File: src/rtl/acc_trigger_packer_if.sv
// Bus bundle between the trigger source / dump FIFO side and acc_trigger_packer.
// The packer takes the slave view; the stimulus or integration shell takes master.
interface acc_trigger_packer_if;
  logic         pmt_scan_en_i;
  logic         acc_trigger_i;
  logic [15:0]  acc_data_i;
  logic         acc_fifo_full_i;
  logic         acc_trigger_latch_en_o;
  logic [255:0] acc_trigger_latch_o;
  logic [31:0]  trig_cnt_o;
  logic [15:0]  drop_cnt_o;
  logic         busy_o;

  modport master (
    output pmt_scan_en_i, acc_trigger_i, acc_data_i, acc_fifo_full_i,
    input  acc_trigger_latch_en_o, acc_trigger_latch_o, trig_cnt_o, drop_cnt_o, busy_o
  );

  modport slave (
    input  pmt_scan_en_i, acc_trigger_i, acc_data_i, acc_fifo_full_i,
    output acc_trigger_latch_en_o, acc_trigger_latch_o, trig_cnt_o, drop_cnt_o, busy_o
  );
endinterface

File: src/rtl/acc_trigger_packer.sv
// Timestamps trigger edges during a scan, packs four 64-bit records per 256-bit
// dump word, then flushes the partial word and emits an end-of-scan summary.
module acc_trigger_packer #(
  parameter real        TCQ     = 0.1,
  parameter logic [3:0] REC_TAG = 4'hA,
  parameter logic [3:0] END_TAG = 4'hF
) (
  input logic                 clk_i,
  input logic                 rst_n_i,
  acc_trigger_packer_if.slave bus
);

  typedef enum logic [1:0] {
    IDLE    = 2'd0,
    RUN     = 2'd1,
    FLUSH   = 2'd2,
    SUMMARY = 2'd3
  } state_t;

  state_t         state_r;
  state_t         state_nxt_s;
  logic           trig_d_r;
  logic [31:0]    ts_r;
  logic [1:0]     slot_r;
  logic [255:0]   hold_r;
  logic [255:0]   word_r;
  logic           pend_r;
  logic [31:0]    trig_cnt_r;
  logic [15:0]    drop_cnt_r;

  logic           start_s;
  logic           flush_s;
  logic           event_s;
  logic           emit_s;
  logic           drop_s;
  logic [63:0]    record_s;
  logic [255:0]   filled_s;
  logic [255:0]   summary_s;

  assign start_s  = (state_r == IDLE) && bus.pmt_scan_en_i;
  // Scan falling in RUN wins over a coincident trigger edge.
  assign flush_s  = (state_r == RUN) && !bus.pmt_scan_en_i;
  assign event_s  = (state_r == RUN) && bus.pmt_scan_en_i && bus.acc_trigger_i && !trig_d_r;
  assign record_s = {REC_TAG, trig_cnt_r[11:0], bus.acc_data_i, ts_r};
  assign summary_s = {END_TAG, 60'h0, trig_cnt_r, drop_cnt_r, 144'h0};
  assign emit_s   = pend_r || (state_r == SUMMARY);
  assign drop_s   = emit_s && bus.acc_fifo_full_i;

  // Holding word with the incoming record merged into the current slot
  always_comb begin
    filled_s = hold_r;
    case (slot_r)
      2'd0:    filled_s[63:0]    = record_s;
      2'd1:    filled_s[127:64]  = record_s;
      2'd2:    filled_s[191:128] = record_s;
      2'd3:    filled_s[255:192] = record_s;
      default: filled_s          = hold_r;
    endcase
  end

  // Next-state logic
  always_comb begin
    state_nxt_s = state_r;
    case (state_r)
      IDLE: begin
        if (bus.pmt_scan_en_i) state_nxt_s = RUN;
        else                   state_nxt_s = IDLE;
      end
      RUN: begin
        if (!bus.pmt_scan_en_i) state_nxt_s = FLUSH;
        else                    state_nxt_s = RUN;
      end
      FLUSH:   state_nxt_s = SUMMARY;
      SUMMARY: state_nxt_s = IDLE;
      default: state_nxt_s = IDLE;
    endcase
  end

  // State register
  always_ff @(posedge clk_i or negedge rst_n_i) begin
    if (!rst_n_i) state_r <= IDLE;
    else          state_r <= state_nxt_s;
  end

  // Trigger delay for edge detection, sampled in every state
  always_ff @(posedge clk_i or negedge rst_n_i) begin
    if (!rst_n_i) trig_d_r <= 1'b0;
    else          trig_d_r <= bus.acc_trigger_i;
  end

  // Timestamp: zero in the first RUN cycle, free-running with wrap inside RUN
  always_ff @(posedge clk_i or negedge rst_n_i) begin
    if (!rst_n_i)              ts_r <= 32'd0;
    else if (start_s)          ts_r <= 32'd0;
    else if (state_r == RUN)   ts_r <= ts_r + 32'd1;
    else                       ts_r <= ts_r;
  end

  // Record packing; a full or partial word is parked in word_r for one emit cycle
  always_ff @(posedge clk_i or negedge rst_n_i) begin
    if (!rst_n_i) begin
      slot_r <= 2'd0;
      hold_r <= 256'h0;
      word_r <= 256'h0;
      pend_r <= 1'b0;
    end else begin
      pend_r <= 1'b0;
      if (start_s) begin
        slot_r <= 2'd0;
        hold_r <= 256'h0;
      end else if (event_s) begin
        if (slot_r == 2'd3) begin
          word_r <= filled_s;
          pend_r <= 1'b1;
          hold_r <= 256'h0;
          slot_r <= 2'd0;
        end else begin
          hold_r <= filled_s;
          slot_r <= slot_r + 2'd1;
        end
      end else if (flush_s) begin
        if (slot_r != 2'd0) begin
          word_r <= hold_r;
          pend_r <= 1'b1;
        end
        hold_r <= 256'h0;
        slot_r <= 2'd0;
      end
    end
  end

  // Event and drop counters, cleared at scan start and held through IDLE
  always_ff @(posedge clk_i or negedge rst_n_i) begin
    if (!rst_n_i) begin
      trig_cnt_r <= 32'd0;
      drop_cnt_r <= 16'd0;
    end else if (start_s) begin
      trig_cnt_r <= 32'd0;
      drop_cnt_r <= 16'd0;
    end else begin
      if (event_s && (trig_cnt_r != 32'hFFFF_FFFF)) trig_cnt_r <= trig_cnt_r + 32'd1;
      if (drop_s && (drop_cnt_r != 16'hFFFF))       drop_cnt_r <= drop_cnt_r + 16'd1;
    end
  end

  // The strobe is gated by the FIFO full flag of the emit cycle itself.
  assign bus.acc_trigger_latch_en_o = emit_s && !bus.acc_fifo_full_i;
  assign bus.acc_trigger_latch_o    = (state_r == SUMMARY) ? summary_s : word_r;
  assign bus.trig_cnt_o             = trig_cnt_r;
  assign bus.drop_cnt_o             = drop_cnt_r;
  assign bus.busy_o                 = (state_r != IDLE);

endmodule

File: src/flat_wrapper.sv
// flat-port wrapper written by rule: the top's interface ports become plain ports
module acc_trigger_packer_flat 
#(
  parameter real        TCQ     = 0.1,
  parameter logic [3:0] REC_TAG = 4'hA,
  parameter logic [3:0] END_TAG = 4'hF
)
  (clk_i, rst_n_i, bus_pmt_scan_en_i, bus_acc_trigger_i, bus_acc_data_i, bus_acc_fifo_full_i, bus_acc_trigger_latch_en_o, bus_acc_trigger_latch_o, bus_trig_cnt_o, bus_drop_cnt_o, bus_busy_o);
  acc_trigger_packer_if bus_i ();
  input logic clk_i;
  input logic rst_n_i;
  input wire logic [$bits(bus_i.pmt_scan_en_i)-1:0] bus_pmt_scan_en_i;
  input wire logic [$bits(bus_i.acc_trigger_i)-1:0] bus_acc_trigger_i;
  input wire logic [$bits(bus_i.acc_data_i)-1:0] bus_acc_data_i;
  input wire logic [$bits(bus_i.acc_fifo_full_i)-1:0] bus_acc_fifo_full_i;
  output wire logic [$bits(bus_i.acc_trigger_latch_en_o)-1:0] bus_acc_trigger_latch_en_o;
  output wire logic [$bits(bus_i.acc_trigger_latch_o)-1:0] bus_acc_trigger_latch_o;
  output wire logic [$bits(bus_i.trig_cnt_o)-1:0] bus_trig_cnt_o;
  output wire logic [$bits(bus_i.drop_cnt_o)-1:0] bus_drop_cnt_o;
  output wire logic [$bits(bus_i.busy_o)-1:0] bus_busy_o;
  assign bus_i.pmt_scan_en_i = bus_pmt_scan_en_i;
  assign bus_i.acc_trigger_i = bus_acc_trigger_i;
  assign bus_i.acc_data_i = bus_acc_data_i;
  assign bus_i.acc_fifo_full_i = bus_acc_fifo_full_i;
  assign bus_acc_trigger_latch_en_o = bus_i.acc_trigger_latch_en_o;
  assign bus_acc_trigger_latch_o = bus_i.acc_trigger_latch_o;
  assign bus_trig_cnt_o = bus_i.trig_cnt_o;
  assign bus_drop_cnt_o = bus_i.drop_cnt_o;
  assign bus_busy_o = bus_i.busy_o;
  acc_trigger_packer #(.TCQ(TCQ), .REC_TAG(REC_TAG), .END_TAG(END_TAG)) u_core (.clk_i(clk_i), .rst_n_i(rst_n_i), .bus(bus_i));
endmodule
File: config.mk
export PLATFORM = sky130hd
export DESIGN_NAME = acc_trigger_packer_flat
export DESIGN_NICKNAME = d
export VERILOG_FILES = /design/src/rtl/acc_trigger_packer_if.sv /design/src/rtl/acc_trigger_packer.sv /design/src/flat_wrapper.sv
export SDC_FILE = /design/constraint.sdc
export NUM_CORES = 1
export LEC_CHECK = 0
export ABC_AREA = 1
export CAP_MARGIN = 40
export CORE_MARGIN = 1
export CORE_UTILIZATION = 35
export CTS_CLUSTER_SIZE = 40
export DETAILED_ROUTE_END_ITERATION = 10
export PLACE_DENSITY = 0.5
export SYNTH_ARGS = -nofsm -noshare
export SYNTH_HDL_FRONTEND = slang
export SYNTH_SLANG_ARGS = --single-unit
File: constraint.sdc
create_clock -name clk_i -period 2.8 [get_ports clk_i]
set_clock_uncertainty 0.05 [all_clocks]
set_input_delay 0.7 -clock clk_i [delete_from_list [all_inputs] [get_ports clk_i]]
set_output_delay 0.7 -clock clk_i [all_outputs]
set_load 0.03 [all_outputs]
### Word level (Yosys, flattened, before mapping)

Index checks and enable logic that the tools add are counted.

| operators by class | value |
|---|---|
| add/sub/neg operators | 4 |
| multipliers | 0 |
| divide/modulo/power cells | 0 |
| order comparisons | 0 |
| eq/ne operators | 9 |
| shift-type cells | 0 |
| muxes and demuxes | 31 |
| bitwise operators | 1 |
| reductions and logical operators | 24 |

Operator list:

| cell | count |
|---|---|
| 256-bit two-way mux | 9 |
| 64-bit two-way mux | 4 |
| 32-bit two-way mux | 4 |
| 32-bit by 1-bit adder with 32-bit output (second input constant) | 2 |
| 16-bit two-way mux | 2 |
| 32-bit inequality test (second input constant) | 1 |
| 16-bit by 1-bit adder with 16-bit output (second input constant) | 1 |
| 16-bit inequality test (second input constant) | 1 |
| 2-bit nonzero test | 7 |
| 2-bit two-way mux | 5 |
| 1-bit logical AND | 9 |
| 2-bit equality test (second input constant) | 4 |
| 2-bit one-hot mux with 4 select lines | 1 |
| 1-bit two-way mux | 6 |
| 2-bit by 1-bit equality test with 1-bit output (second input constant) | 2 |
| 2-bit zero test | 2 |
| 4-bit AND reduction | 1 |
| 1-bit zero test | 3 |
| 3-bit nonzero test | 1 |
| 2-bit by 1-bit adder with 2-bit output (second input constant) | 1 |
| 2-bit inequality test (second input constant) | 1 |
| 1-bit logical OR | 1 |
| 1-bit NOT | 1 |

| storage, ports and cells | value |
|---|---|
| register bits after elaboration | 598 |
| bits in latches | 0 |
| memory bits (writable) | 0 |
| ROM bits | 0 |
| bits of input ports | 21 |
| output and inout port bits | 306 |
| word-level logic and storage cells | 78 |
| memories | 0 |

### Depth between registers and ports, before layout

| logic depth | value |
|---|---|
| word-level depth | 7 |
| gate-level depth with buffers | 12 |
| gate-level depth less buffers | 10 |

### Least setup slack after synthesis

Ideal clock, no wire load.

| timing | value |
|---|---|
| path kind | reg-to-output |
| start | register u_core.state_r[0] |
| end | output port bus_acc_trigger_latch_o[144] |
| arrival | 1,600 ps |
| path slack | 450 ps |
| cell stages (with the launch flop) | 5 |
| path buffers | 2 |
| cell sequence | dfrtp_1 nand2_1 clkbuf_1 clkbuf_1 o21ai_0 |

| on the way | value |
|---|---|
| cells in the longest elaborated chain, start to end | 2 |

Ends and longest elaborated chain:

| what | RTL line | source |
|---|---|---|
| start: declaration | acc_trigger_packer.sv:20 | `state_t state_r;` |
| start signal: assignment | acc_trigger_packer.sv:82 | `else state_r <= state_nxt_s;` |
| 2-bit equality test | acc_trigger_packer.sv:148 | `assign bus.acc_trigger_latch_o = (state_r == SUMMARY) ? summary_s : word_r;` |
| 256-bit two-way mux | acc_trigger_packer.sv:148 |  |
| end: declaration | flat_wrapper.sv:17 | `output wire logic [$bits(bus_i.acc_trigger_latch_o)-1:0] bus_acc_trigger_latch_o;` |

No other way between the ends.

==> flow_summary.json <==
{
  "status": "finished clean",
  "fmax_mhz": 359,
  "cp.required_ps": 2050,
  "root_buffer": "clkbuf_16",
  "drt-initial-drc-count": 1709,
  "ys_seq_area_share_pct": 48.1,
  "period_share_pct": 99.5,
  "worst_slack_ps": 15.3,
  "relSlewSlack_pct": 57.2,
  "cts_htree_levels": 3,
  "drcViolationCount": 0,
  "startpoint_type": "register",
  "vias_per_cell": 4.77,
  "die_width_um": 300,
  "grt_pass1_vias": 26000,
  "slowest_stage": "dfrtp_2",
  "max-cap-violations": 0,
  "antenna_cells": 0,
  "drive_gt1_share_pct": 12.7,
  "clock_latency_ps": 620,
  "dp_hpwl_mm": 68.4,
  "yosys_warnings": 0,
  "rsz0062_at_grt": "true",
  "io_pins": 327,
  "hold_path.class": "reg -> reg",
  "met1_usage_pct": 30.4,
  "ant_nets": 0,
  "grtUsageMet2_pct": 36.8,
  "place_ws_ps": -115,
  "synth_top_area_cell": "dfrtp_1",
  "syn_nets": 4348,
  "place_congestion": 0.871,
  "max_stage_delay_ps": 440,
  "fin_nets": 4629,
  "clk_pin_slew_ps": 60,
  "use_met3_pct": 2.77,
  "coreArea_um2": 87400,
  "cts_buffers": 73,
  "synth_top_area_share_pct": 48.1,
  "syn_area_per_cell_um2": 7.20,
  "finalNonFillerCells": 5810,
  "synth_edf_count": 0,
  "worstSetupPathType": "reg -> out",
  "grt_pass1_wl_mm": 156,
  "synth_flop_cell": "dfrtp_1",
  "synth_cell_types": 36,
  "routed_wl_mm": 100,
  "end_kind": "primary output",
  "netlist_instances": 4320,
  "numPortBuffers": 326,
  "dieArea_um2": 90000,
  "crit_path_frequent_cell": "buf_4",
  "arrival_ps": 2030,
  "vdd_drop_max_mv": 0.559,
  "synth_common_cells": "nand2_1 (1081), inv_1 (718), dfrtp_1 (598)",
  "period_needed_ps": 2780,
  "initial_core_util_pct": 35.6,
  "setup_viol": 0,
  "drt_pass1_iterations": 5,
  "num_rows": 108,
  "cts_tree": "done",
  "wl_per_cell_um": 17.2,
  "finalHoldViolations": 0,
  "max-clock-path-buffers": 3,
  "grt_most_used_layer": "met2",
  "yosysMostFrequentCell": "nand2_1",
  "synth_area_leaders": "dfrtp_1 (48%), nand2_1 (13%), inv_1 (8.7%)",
  "grt_max_degree": 89,
  "path_cells": "nand2_8 > buf_4 > buf_4 > nand2_1 > o21ai_1 > buf_12",
  "final_util_pct": 44.6,
  "tightestPinTransition_ps": 641,
  "antenna_found_initial": 1,
  "overflow": 0,
  "dieHeight_um": 300,
  "slew_violations": 0,
  "cts.sinks": 598,
  "p_leak_nw": 17.2,
  "syn2layout_area_growth_pct": 25.4,
  "dp.cells": 5669,
  "async_reset_ff_share_pct": 100,
  "grt_usage_pct": 22.1,
  "p_per_area_nw_per_um2": 885,
  "synth_area_um2": 31100,
  "num_vias": 27700,
  "critical_path.max_fanout": 10,
  "yosys_register_bits": 598
}
[sequential cells by signal, summed over array words and instances (netlist names), named ones only]
signal and count:
u_core.slot_r 2, u_core.word_r 256, u_core.pend_r 1, u_core.trig_d_r 1
u_core.bus.drop_cnt_o 16, u_core.state_r 1, u_core.ts_r 32, u_core.bus.trig_cnt_o 32
u_core.hold_r 256
[layer usage]
metal  vias up  wire length [um]
met1     13000             46300
met4         0              2290
met5         -                 0
li1      14000                 -
met3       121              3770
met2       524             47800
[timing repair]
action | CTS | global route
hold endpoints to repair | 28 | 0
buffers inserted | 9 | 1
pin swaps | 1 | 1
resized for setup | 358 | 91
cloned | 2 | 0
endpoints found under the setup margin | 251 | 119
hold buffers | 1 | 0
[where the power goes]
group	total, W	internal [W]	switching [W]
Clock	0.00954	0.00562	0.00392
Combinational	0.0141	0.00476	0.00937
Sequential	0.0108	0.0103	0.000570
Total	0.0345	0.0207	0.0139
[worst paths after layout]
path                       cells after the start  slack (ps)                      endpoint              start
max in group asynchronous                      4        1230            u_core.word_r[240]            rst_n_i
min reg2reg                                    2         420             u_core.hold_r[63]  u_core.hold_r[63]
max reg2reg                                   10         380             u_core.word_r[53]           register
min in group asynchronous                      2         540      u_core.bus.trig_cnt_o[6]            rst_n_i
min                                            2         420             u_core.hold_r[63]  u_core.hold_r[63]
max                                            6          20  bus_acc_trigger_latch_o[173]           register
[critical path, delay by kind of cell (launching register included)]
family | cells | cell delay (ps)
buf+inv | 3 | 480
compound gates | 1 | 210
flops | 1 | 440
simple gates | 2 | 280
[cell families (layout without fill, tap and decap cells)]
group | Yosys count | after routing | synth area share, %
DFF | 598 | 598 | 48.1
adders and majority gates | 7 | 7 | 0.282
and+or+nand+nor | 1691 | 1691 | 21.2
xor gates and xnor gates | 21 | 21 | 0.592
AOI/OAI and AO/OA | 986 | 986 | 16.7
buffers and inverters | 1017 | 1352 | 13.1
[per-stage QoR]
step	setup TNS [ps]	hold WS (ps)	power (W)	instance area [um2]
6_report	0	416	0.0345	39000
3_3_place_gp	-1450	405	0.0251	36300
5_1_grt	-591	453	0.0364	39000
2_1_floorplan	0	354	0.0190	31100
3_5_place_dp	-6440	403	0.0251	36300
4_1_cts	-2040	418	0.0349	39000
[cell usage in the layout, fill, tap and decap left out, types with 11 or more instances in the layout]
cell	Yosys	layout
nand2_1	1081	1076
inv_1	718	718
dfrtp_1	598	596
o21ai_0	501	494
nor2_1	469	436
buf_4	10	229
o21ai_1	209	212
o22ai_1	181	181
nand3_1	102	101
a21oi_1	86	86
clkbuf_16	0	75
buf_12	0	70
clkdlybuf4s15_2	0	68
clkdlybuf4s50_1	0	67
nor2_2	1	26
nand4_1	22	22
xor2_1	20	20
clkbuf_8	0	19
buf_2	41	17
clkbuf_1	207	16
clkdlybuf4s18_2	0	13
buf_6	21	13
clkinv_2	0	11
[cell type report]
type | instances | area [um2]
Multi-Input combinational cell | 2705 | 12300
Fill cell | 8789 | 48400
Sequential cell | 598 | 15000
Clock inverter | 19 | 194
Clock buffer | 110 | 2200
Timing Repair Buffer | 499 | 5170
Tap cell | 1155 | 1450
Inverter | 724 | 2740
Note: power is estimated with default switching activity, not from simulation.
